### src/rtl/relu_act_pipe.sv
// LANES-wide signed activation unit (bypass / ReLU / leaky ReLU / clipped ReLU)
// behind a two-stage valid/ready pipeline, with a saturating zero-lane counter.
module relu_act_pipe #(
  parameter int unsigned DATA_W     = 16,
  parameter int unsigned LANES      = 4,
  parameter int unsigned LEAK_SHIFT = 3,
  parameter int unsigned CNT_W      = 24
) (
  input  logic                      CLKEXT,
  input  logic                      reset_n,
  input  logic [1:0]                cfg_mode,
  input  logic [DATA_W-1:0]         cfg_clip,
  input  logic                      in_valid,
  output logic                      in_ready,
  input  logic [LANES*DATA_W-1:0]   in_data,
  output logic                      out_valid,
  input  logic                      out_ready,
  output logic [LANES*DATA_W-1:0]   out_data,
  input  logic                      cnt_clr,
  output logic [CNT_W-1:0]          zero_cnt
);

  localparam int unsigned ZW = $clog2(LANES + 1);
  localparam int unsigned SW = CNT_W + 1;

  typedef enum logic [1:0] {
    MODE_BYPASS = 2'd0,
    MODE_RELU   = 2'd1,
    MODE_LEAKY  = 2'd2,
    MODE_CLIP   = 2'd3
  } mode_t;

  logic                      s1_valid;
  logic [LANES*DATA_W-1:0]   s1_data;
  mode_t                     s1_mode;
  logic [DATA_W-1:0]         s1_clip;
  logic                      s2_valid;
  logic [LANES*DATA_W-1:0]   s2_data;

  logic                      adv1;
  logic                      adv2;
  logic                      hs;
  logic [LANES*DATA_W-1:0]   act;
  logic signed [DATA_W-1:0]  x;
  logic signed [DATA_W-1:0]  y;
  logic signed [DATA_W-1:0]  c;
  logic [ZW-1:0]             zeros;
  logic [SW-1:0]             sum;

  // A stage may load whenever it is empty or its contents move on this cycle.
  assign adv2      = !s2_valid || out_ready;
  assign adv1      = !s1_valid || adv2;
  assign in_ready  = adv1;
  assign out_valid = s2_valid;
  assign out_data  = s2_data;
  assign hs        = s2_valid && out_ready;

  always_ff @(posedge CLKEXT or negedge reset_n) begin
    if (!reset_n) begin
      s1_valid <= 1'b0;
      s1_data  <= '0;
      s1_mode  <= MODE_BYPASS;
      s1_clip  <= '0;
    end else if (adv1) begin
      s1_valid <= in_valid;
      if (in_valid) begin
        s1_data <= in_data;
        s1_mode <= mode_t'(cfg_mode);
        s1_clip <= cfg_clip;
      end
    end
  end

  always_comb begin
    act = '0;
    x   = '0;
    y   = '0;
    c   = s1_clip[DATA_W-1] ? '0 : s1_clip;
    for (int unsigned i = 0; i < LANES; i++) begin
      x = s1_data[i*DATA_W +: DATA_W];
      unique case (s1_mode)
        MODE_BYPASS: y = x;
        MODE_RELU:   y = x[DATA_W-1] ? '0 : x;
        MODE_LEAKY:  y = x[DATA_W-1] ? (x >>> LEAK_SHIFT) : x;
        MODE_CLIP:   y = x[DATA_W-1] ? '0 : ((x > c) ? c : x);
      endcase
      act[i*DATA_W +: DATA_W] = y;
    end
  end

  always_ff @(posedge CLKEXT or negedge reset_n) begin
    if (!reset_n) begin
      s2_valid <= 1'b0;
      s2_data  <= '0;
    end else if (adv2) begin
      s2_valid <= s1_valid;
      if (s1_valid) begin
        s2_data <= act;
      end
    end
  end

  always_comb begin
    zeros = '0;
    for (int unsigned i = 0; i < LANES; i++) begin
      if (s2_data[i*DATA_W +: DATA_W] == '0) begin
        zeros = zeros + ZW'(1);
      end
    end
    sum = {1'b0, zero_cnt} + SW'(zeros);
  end

  // Clear wins over accumulation, but a beat delivered in the clear cycle still counts.
  always_ff @(posedge CLKEXT or negedge reset_n) begin
    if (!reset_n) begin
      zero_cnt <= '0;
    end else if (cnt_clr) begin
      zero_cnt <= hs ? CNT_W'(zeros) : '0;
    end else if (hs) begin
      zero_cnt <= sum[CNT_W] ? '1 : sum[CNT_W-1:0];
    end
  end

endmodule

### config.mk
export PLATFORM = sky130hd
export DESIGN_NAME = relu_act_pipe
export DESIGN_NICKNAME = d
export VERILOG_FILES = /design/src/rtl/relu_act_pipe.sv
export SDC_FILE = /design/constraint.sdc
export NUM_CORES = 1
export LEC_CHECK = 0
export CORE_MARGIN = 1.5
export CORE_UTILIZATION = 54
export CTS_CLUSTER_DIAMETER = 100
export DETAILED_ROUTE_END_ITERATION = 7
export GPL_ROUTABILITY_DRIVEN = 0
export PLACE_DENSITY = 0.85
export SETUP_SLACK_MARGIN = 0.15
export SYNTH_ARGS = -nofsm -noshare
export SYNTH_HDL_FRONTEND = slang
export SYNTH_SLANG_ARGS = --single-unit
### constraint.sdc
create_clock -name CLKEXT -period 3.7 [get_ports CLKEXT]
set_input_delay 0.555 -clock CLKEXT [delete_from_list [all_inputs] [get_ports CLKEXT]]
set_output_delay 0.555 -clock CLKEXT [all_outputs]
set_load 0.01 [all_outputs]
Yosys cells after proc, flatten, opt, wreduce, memory -nomap -nowiden. Index checks and enable logic that the tools add are counted.

Output and inout bits: 90. Register bits: 172. Input port bits: 87. Word-level logic and storage cells: 60.

Reduce and logical (&&, ||, !) cells: 13. Magnitude comparators: 4. Mux-type cells: 29. Add/subtract/negate cells: 4. Equal/unequal tests: 3.

Operators with widths (number): $pmux W16 S4 (4); $mux W15 (13); $mux W24 (3); $gt A16 B16 Y1 (4); $logic_not A16 Y1 (4); $mux W16 (4); $add A24 B3 Y25 (1); $mux W3 (4); $add A3 B1 Y3 const B (3); $eq A2 B2 Y1 const B (2); $reduce_and A2 Y1 (2); $eq A2 B1 Y1 const B (1); $logic_not A1 Y1 (2); $logic_not A2 Y1 (1); $logic_or A1 B1 Y1 (2); $reduce_bool A2 Y1 (1); $logic_and A1 B1 Y1 (1); $mux W1 (1).

Logic depth before layout (Yosys ltp). Gate-level depths: netlist of run 1.

Depth after elaboration: 12. Gate-level depth with buffers: 18. Depth with buffers taken out: 17.

Worst setup path after synthesis of run 1. Ideal clock, no wire load.

Path kind: register to register. Start: reg s2_data[2] (netlist: out_data[2]). End: reg zero_cnt[15]. Cell stages (with the launch flop): 16. Buffers on the path: 0. Clock period less this slack: 3.453 ns. Required time: 3.564 ns. Library setup time: 0.136 ns. Arrival time: 3.317 ns. Path slack: 0.247 ns. Cell sequence: dfrtp_1 -> nor4_1 -> and4_1 -> ha_1 -> xor2_1 -> inv_1 -> ha_1 -> mux2i_1 -> inv_1 -> ha_1 -> a21o_1 -> a21oi_1 -> nor2_1 -> and2_1 -> a41oi_1 -> nor3_1.

Longest elaborated chain between the ends: 12.

Ends and longest elaborated chain: from (decl) (RTL line 38) `logic [LANES*DATA_W-1:0] s2_data;`; from (signal assigned) (RTL line 98) `s2_data <= act;`; $logic_not A16 Y1 (*) (RTL line 106) `if (s2_data[i*DATA_W +: DATA_W] == '0) begin`; $mux W1 (*) (RTL line 106); $add A3 B1 Y3 (RTL line 107) `zeros = zeros + ZW'(1);`; $mux W3 (*) (RTL line 106); $add A3 B1 Y3 (RTL line 107); $mux W3 (*) (RTL line 106); $add A3 B1 Y3 (RTL line 107); $mux W3 (*) (RTL line 106); $add A24 B3 Y25 (*) (RTL line 110) `sum = {1'b0, zero_cnt} + SW'(zeros);`; $mux W24 (*) (RTL line 120) `zero_cnt <= sum[CNT_W] ? '1 : sum[CNT_W-1:0];`; $mux W24 (*) (RTL line 119) `end else if (hs) begin`; $mux W24 (*) (RTL line 117) `end else if (cnt_clr) begin`; to (signal assigned) (RTL line 118) `zero_cnt <= hs ? CNT_W'(zeros) : '0;`; to (signal assigned) (RTL line 120); to (decl) (RTL line 20) `output logic [CNT_W-1:0] zero_cnt`.

Mark *: on every way between the ends. The rest lies on a longest branch, timed or not. The select of a mux whose other input is x is not followed. A chain may end at the register's enable or synchronous reset.

Worst setup path in the final report of run 1.
Start: reg s2_data[16] (netlist: out_data[16]). End: reg zero_cnt[11].

Longest elaborated chain between the ends: 10.

Ends and longest elaborated chain (RTL line): $logic_not A16 Y1 (*) (106); $mux W3 (*) (106); $add A3 B1 Y3 (107); $mux W3 (*) (106); $add A3 B1 Y3 (107); $mux W3 (*) (106); $add A24 B3 Y25 (*) (110); $mux W24 (*) (120); $mux W24 (*) (119); $mux W24 (*) (117).

Marks and branches as above.

==> impl_metrics.csv, run 1 <==
group,metric,value,unit
placement,io_buffers,176,
floorplan,coreArea,0.0187,sq mm
synthesis,syn_nets,1149,
clock_network,cts_tree,"built",
floorplan,rows,50,
drt,drt_iter0_drc,1198,
floorplan,die_width,141,microns
setup_path,cp.required,3980,ps
drt,num_vias,9646,
global_routing,overflow,0,
clock_network,cts-buffers-inserted,17,
global_routing,track_usage,32.5,%
synthesis,yosysWarningCount,0,
synthesis,synthCells,995,
timing,period_share,98.2,%
drt,wirelength,32.1,mm
setup_path,slowest_delay,390,ps
setup_path,r2r-end,"zero_cnt[11]$_DFFE_PN0P_",
timing,fin_tns_setup,0,ps
cells_and_area,nets,1352,
setup_path,worstSetupEndpointType,"flip-flop",
drt,drt_drc_violations_left,0,
timing,slew_viol_final,0,
timing,skew,9.23,ps
synthesis,ys.flop_type,"dfrtp_1",
clock_network,clk_path_buf_depth,2,
global_routing,antenna_found_initial,0,
synthesis,syn_area,0.0103,sq mm
clock_network,clk_pin_slew,80,ps
cells_and_area,diodes,0,
timing,slew_headroom,29.9,%
drt,ant_nets,0,
setup_path,critical_path_arrival,3910,ps
floorplan,die_area,0.0199,sq mm
setup_path,r2r_cells,17,
clock_network,holdBufCountCts,0,
floorplan,pin_count,177,
pwr,leakage,5.45,nW
placement,dp_hpwl,22.2,mm
synthesis,synth_edf_count,0,
global_routing,grt_start_max_net_pins,90,
outcome,status,"completed",
pwr,pwr_density_cell,510,mW/mm^2
setup_path,r2r_start,"out_data[16]$_DFFE_PN0P_",
timing,whs,182,ps
clock_network,clock_latency,440,ps
setup_path,critPathSlowestCell,"dfrtp_1",
synthesis,synth.ff_latch_count,172,
timing,finalHoldViolCount,0,
setup_path,rrSetupSlack,70,ps
pwr,finalPower,0.00687,W
setup_path,critPathKind,"flip-flop to flip-flop",
synthesis,yosysSeqAreaShare,41.9,%
global_routing,grt_pass1_vias,9141,
setup_path,cp_max_fo,4,
job,maxCapViolCount,0,
clock_network,cts-root-buf,"clkbuf_16",
clock_network,clock-sinks,172,
timing,period_minus_slack,3630,ps
synthesis,avgSynthCellArea,10.3,sq um
timing,rsz0062_at_grt,"yes",
floorplan,initial_core_util,55.0,%
floorplan,die_y,141,microns
clock_network,cts_max_level,4,
pwr,peakVddDrop,0.423,mV
timing,setup_viol,0,
worst_hold_path,min_path_type,"input port to asynchronous set/reset pin",
timing,worst_pin_slew,1050,ps
global_routing,grt_pass1_wl,50.0,mm
drt,via_per_inst,6.68,
synthesis,synthArstFlopShare,100,%
synthesis,synthDistinctLibCells,63,
timing,fmax,275,MHz
drt,dr.pass1.iters,8,
setup_path,critical_path.cell_chain,"nor4_1 > nand4_1 > inv_2 > ha_4 > xor2_4 > inv_1 > ha_4 > mux2i_4 > inv_1 > ha_1 > a21o_1 > a21oi_4 > nor2_4 > buf_4 > nand2_1 > mux2i_1 > a211oi_1",
cells_and_area,syn_to_final_growth,31.0,%
cells_and_area,drive_gt1_share,21.6,%
drt,wl_per_cell,22.2,microns
setup_path,start_kind,"flip-flop",
-- critical path: cells and delay by family (launching register included) --
kind	cells	cell delay, ps
compound gates	3	480
xor+xnor	1	190
fa+ha+maj	3	730
buf+inv	4	500
flops	1	390
mux	2	410
simple gates	4	760
-- cell families after synthesis --
group                    share of synthesized area (%)
AO/OA/AOI/OAI                                     22.9
AND/OR/NAND/NOR                                   11.7
flip-flops                                        41.9
multiplexers                                      11.0
buffers and inverters                             3.96
adder cells (fa/ha/maj)                           8.23
XOR/XNOR                                         0.341
-- cells in the mapped netlist (20+ instances only) --
library cell,instances,share of area (%)
nor2_1,55,2.0
ha_1,66,8.0
mux2i_1,21,2.0
a221oi_1,25,2.1
dfrtp_1,172,42
clkbuf_1,54,2.0
o221ai_1,20,1.7
o21ai_0,40,1.9
o211ai_1,39,2.8
a21oi_1,56,2.7
nand2_1,52,1.9
mux2_2,82,9.0
inv_1,31,1.1
o21ai_1,48,2.3
a221o_1,26,2.5
-- stage by stage --
step,setup WS (ps),utilization (%),cell area [sq um],instances
global placement,-44.7,67.6,12600,1409
finish,67.7,72.0,13500,1445
floorplan,247,-,10300,995
detailed placement,-148,67.6,12600,1409
global route,-79.8,72.0,13500,1445
CTS,121,71.2,13300,1441
-- sequential cells by signal, summed over array words and instances, names as in the netlist --
name,cells
zero_cnt,24
s1_data,64
s1_mode,2
s1_clip,16
out_valid,1
s1_valid,1
out_data,64
-- worst max path at each step --
stage,start,to,cells after the start,slack [ps]
final,out_data[16]$_DFFE_PN0P_,zero_cnt[11]$_DFFE_PN0P_,17,70
after detailed placement,out_data[26]$_DFFE_PN0P_,zero_cnt[23]$_DFFE_PN0P_,17,-150
after global placement,out_data[26]$_DFFE_PN0P_,zero_cnt[0]$_DFFE_PN0P_,16,-40
after CTS,out_data[31]$_DFFE_PN0P_,zero_cnt[2]$_DFFE_PN0P_,16,120
after floorplan,out_data[2]$_DFFE_PN0P_,zero_cnt[15]$_DFFE_PN0P_,15,250
after global routing,out_data[26]$_DFFE_PN0P_,zero_cnt[11]$_DFFE_PN0P_,17,-80
-- power breakdown --
part           total (W)  internal, W  switching [W]  leakage [nW]
sequential       0.00265      0.00221       0.000441          2.05
combinational    0.00243      0.00120        0.00123          3.11
clock            0.00179     0.000920       0.000874         0.289
-- cells in the final DEF (no fill, tap or decap), types with 5 or more instances in the layout --
master	instances
a211oi_1	6
a21o_1	8
a21oi_1	52
a221o_1	26
a221oi_1	24
and2_1	7
and2b_2	7
and4_1	5
buf_4	69
clkbuf_16	17
clkdlybuf4s50_1	175
dfrtp_1	172
ha_1	63
inv_1	29
mux2_2	82
mux2i_1	20
nand2_1	49
nand3_1	18
nand4_1	13
nor2_1	53
nor2b_1	10
nor3_1	10
nor4_1	12
o2111ai_1	12
o211ai_1	39
o21ai_0	40
o21ai_1	46
o21ai_2	9
o221ai_1	20
o221ai_2	10
-- routing by layer --
layer / up-vias / share of wire (%) / track usage, %
li1: 4239 / - / -
met1: 4646 / 39 / 43.6
met4: 0 / 4.4 / 15.3
met2: 661 / 45 / 49.9
met5: - / 0 / 0
met3: 100 / 12 / 7.61
-- what timing repair did --
item | 4_1_cts | 5_1_grt
hold endpoints to repair | 0 | 0
cloned | 0 | 1
gates resized for setup | 19 | 25
endpoints found under the setup margin | 38 | 43
pin swaps | 5 | 17
setup buffers | 0 | 3
-- layout make-up --
| type | instances | area, sq um |
|---|---|---|
| clock buffer | 18 | 439 |
| clock inverter | 14 | 148 |
| fill | 1251 | 5240 |
| inverter | 31 | 116 |
| multi-input combinational | 726 | 5800 |
| sequential | 172 | 4300 |
| tap | 234 | 293 |
| timing repair buffer | 250 | 2360 |
Power figures use the tool's default switching activity.
==> run 2: changes to the inputs <==
CAP_MARGIN = 20   (was default)
CORE_UTILIZATION = 45   (was 54)
PLACE_DENSITY = 0.74   (was 0.85)
==> run 2 against run 1 <==
Effect of this change:
- the flow now finishes with violations (setup timing)
- sequential cell count unchanged
- wire length rose by 2.0%
- sequential power barely moved
- combinational power is 2% higher
- register-to-register slack got worse by 90 ps
- critical path type unchanged
==> impl_metrics.csv, run 2 (synthesis gave the netlist of run 1 again) <==
group,metric,value,unit
clock_network,cts-buffers-inserted,17,
cells_and_area,syn_to_final_growth,33.6,%
setup_path,slowest_delay,470,ps
pwr,pwr_density_cell,517,mW/mm^2
cells_and_area,fin_area,0.0137,sq mm
cells_and_area,n_fill_cell,1838,
drt,dr.pass1.iters,5,
cells_and_area,final_common_cell,"clkdlybuf4s50_1",
global_routing,grt_pass1_vias,9125,
clock_network,clk_path_buf_depth,2,
setup_path,critical_path.cell_chain,"nor4_1 > nand4_1 > xor2_4 > buf_6 > xnor2_4 > ha_2 > inv_2 > fa_2 > nor2b_4 > o21bai_1 > or2_4 > a21oi_1 > nor2_1 > a311oi_1",
global_routing,met1_usage,37.9,%
timing,rsz0062_at_grt,"yes",
setup_path,cp_top_family,"simple AND/OR/NAND/NOR gates",
timing,setup_viol,4,
drt,wirelength,32.7,mm
floorplan,die_area,0.0238,sq mm
clock_network,cts_tree,"built",
cells_and_area,nets,1369,
clock_network,cts-root-buf,"clkbuf_16",
clock_network,holdBufCountCts,0,
job,maxCapViolCount,0,
drt,num_vias,9580,
pwr,finalPower,0.00710,W
floorplan,initial_core_util,45.7,%
floorplan,die_y,154,microns
timing,finalHoldViolCount,0,
floorplan,rows,55,
setup_path,worstSetupEndpointType,"flip-flop",
global_routing,grt.met2_usage,42.1,%
global_routing,antenna_found_initial,1,
cells_and_area,multi_input_area,0.00582,sq mm
global_routing,track_usage,27.5,%
timing,skew,21.5,ps
global_routing,grt_start_max_net_pins,82,
clock_network,clock-sinks,172,
global_routing,top_usage_layer,"met2",
outcome,status,"finished, violations left",
setup_path,critical_path_arrival,4040,ps
cells_and_area,layout_common_cells,"175 x clkdlybuf4s50_1, 172 x dfrtp_1, 87 x buf_4",
global_routing,overflow,0,
global_routing,grt_use_met3,5.44,%
placement,io_buffers,176,
floorplan,coreArea,0.0225,sq mm
cells_and_area,drive_gt1_share,23.2,%
cells_and_area,seq_area,0.00430,sq mm
clock_network,clk_pin_slew,70,ps
timing,period_minus_slack,3720,ps
clock_network,clock_latency,450,ps
setup_path,cp.required,4020,ps
drt,drt_drc_violations_left,0,
pwr,leakage,5.57,nW
outcome,violations,"setup timing",
placement,place_area,0.0128,sq mm
placement,dp_hpwl,22.7,mm
timing,fin_ws,-24.2,ps
setup_path,start_kind,"flip-flop",
timing,period_share,101,%
timing,fmax,269,MHz
floorplan,pin_count,177,
drt,ant_nets,0,
worst_hold_path,min_path_type,"input port to asynchronous set/reset pin",
clock_network,cts_max_level,4,
drt,via_per_inst,6.33,
timing,slew_viol_final,0,
drt,wl_per_cell,21.6,microns
timing,fin_tns_setup,-40.5,ps
setup_path,cp_num_buf_inv,2,
timing,slew_headroom,25.1,%
drt,drt_iter0_drc,962,
floorplan,die_width,154,microns
setup_path,critPathSlowestCell,"nor4_1",
setup_path,cp_max_fo,8,
setup_path,critPathKind,"flip-flop to flip-flop",
timing,worst_pin_slew,1120,ps
global_routing,grt_pass1_wl,51.0,mm
pwr,peakVddDrop,0.316,mV
[run 2: layout make-up]
type / instances / area share (%)
Sequential cell: 172 / 31.3
Inverter: 31 / 0.847
Clock buffer: 18 / 3.20
Clock inverter: 14 / 1.48
Antenna cell: 1 / 0.0182
Tap cell: 285 / 2.60
Multi-Input combinational cell: 726 / 42.4
Timing Repair Buffer: 267 / 18.1
[run 2: worst paths after layout]
path | start | endpoint | slack, ps | cells past startpoint
worst max-delay path | out_data[45]$_DFFE_PN0P_ | zero_cnt[13]$_DFFE_PN0P_ | -20 | 14
worst min-delay path | reset_n | out_data[41]$_DFFE_PN0P_ | 100 | 1
worst max register to register | out_data[45]$_DFFE_PN0P_ | zero_cnt[13]$_DFFE_PN0P_ | -20 | 14
worst min register to register | s1_clip[14]$_DFFE_PN0P_ | s1_clip[14]$_DFFE_PN0P_ | 510 | 1
max in group asynchronous | reset_n | out_data[52]$_DFFE_PN0P_ | 2730 | 2
min in group CLKEXT | s1_clip[14]$_DFFE_PN0P_ | s1_clip[14]$_DFFE_PN0P_ | 510 | 1
[run 2: timing repair]
action                     4_1_cts  5_1_grt
resized for setup               26       23
pin swaps                        8       14
setup buffers                    3        4
cloned                           1        0
setup endpoints to repair       23       24
[run 2: per-layer routing]
metal  vias up  wire, microns
li1       4281              -
met3        91           3170
met5         -             10
met1      4661          13400
met2       545          14900
met4         2           1240
[run 2: report_power, final]
part           internal (W)  leakage [nW]  switching [W]
Sequential          0.00221          2.05       0.000420
Combinational       0.00122          3.20        0.00126
Clock               0.00116         0.316       0.000821
Total               0.00459          5.57        0.00250
[run 2: through the flow]
stage,cells,worst slack (ps),hold slack [ps],util [%]
2_1_floorplan,995,247,259,-
3_3_place_gp,1472,-127,479,56.8
3_5_place_dp,1473,-223,491,56.9
4_1_cts,1509,117,146,60.4
5_1_grt,1513,-170,147,61.0
6_report,1514,-24.2,104,61.0
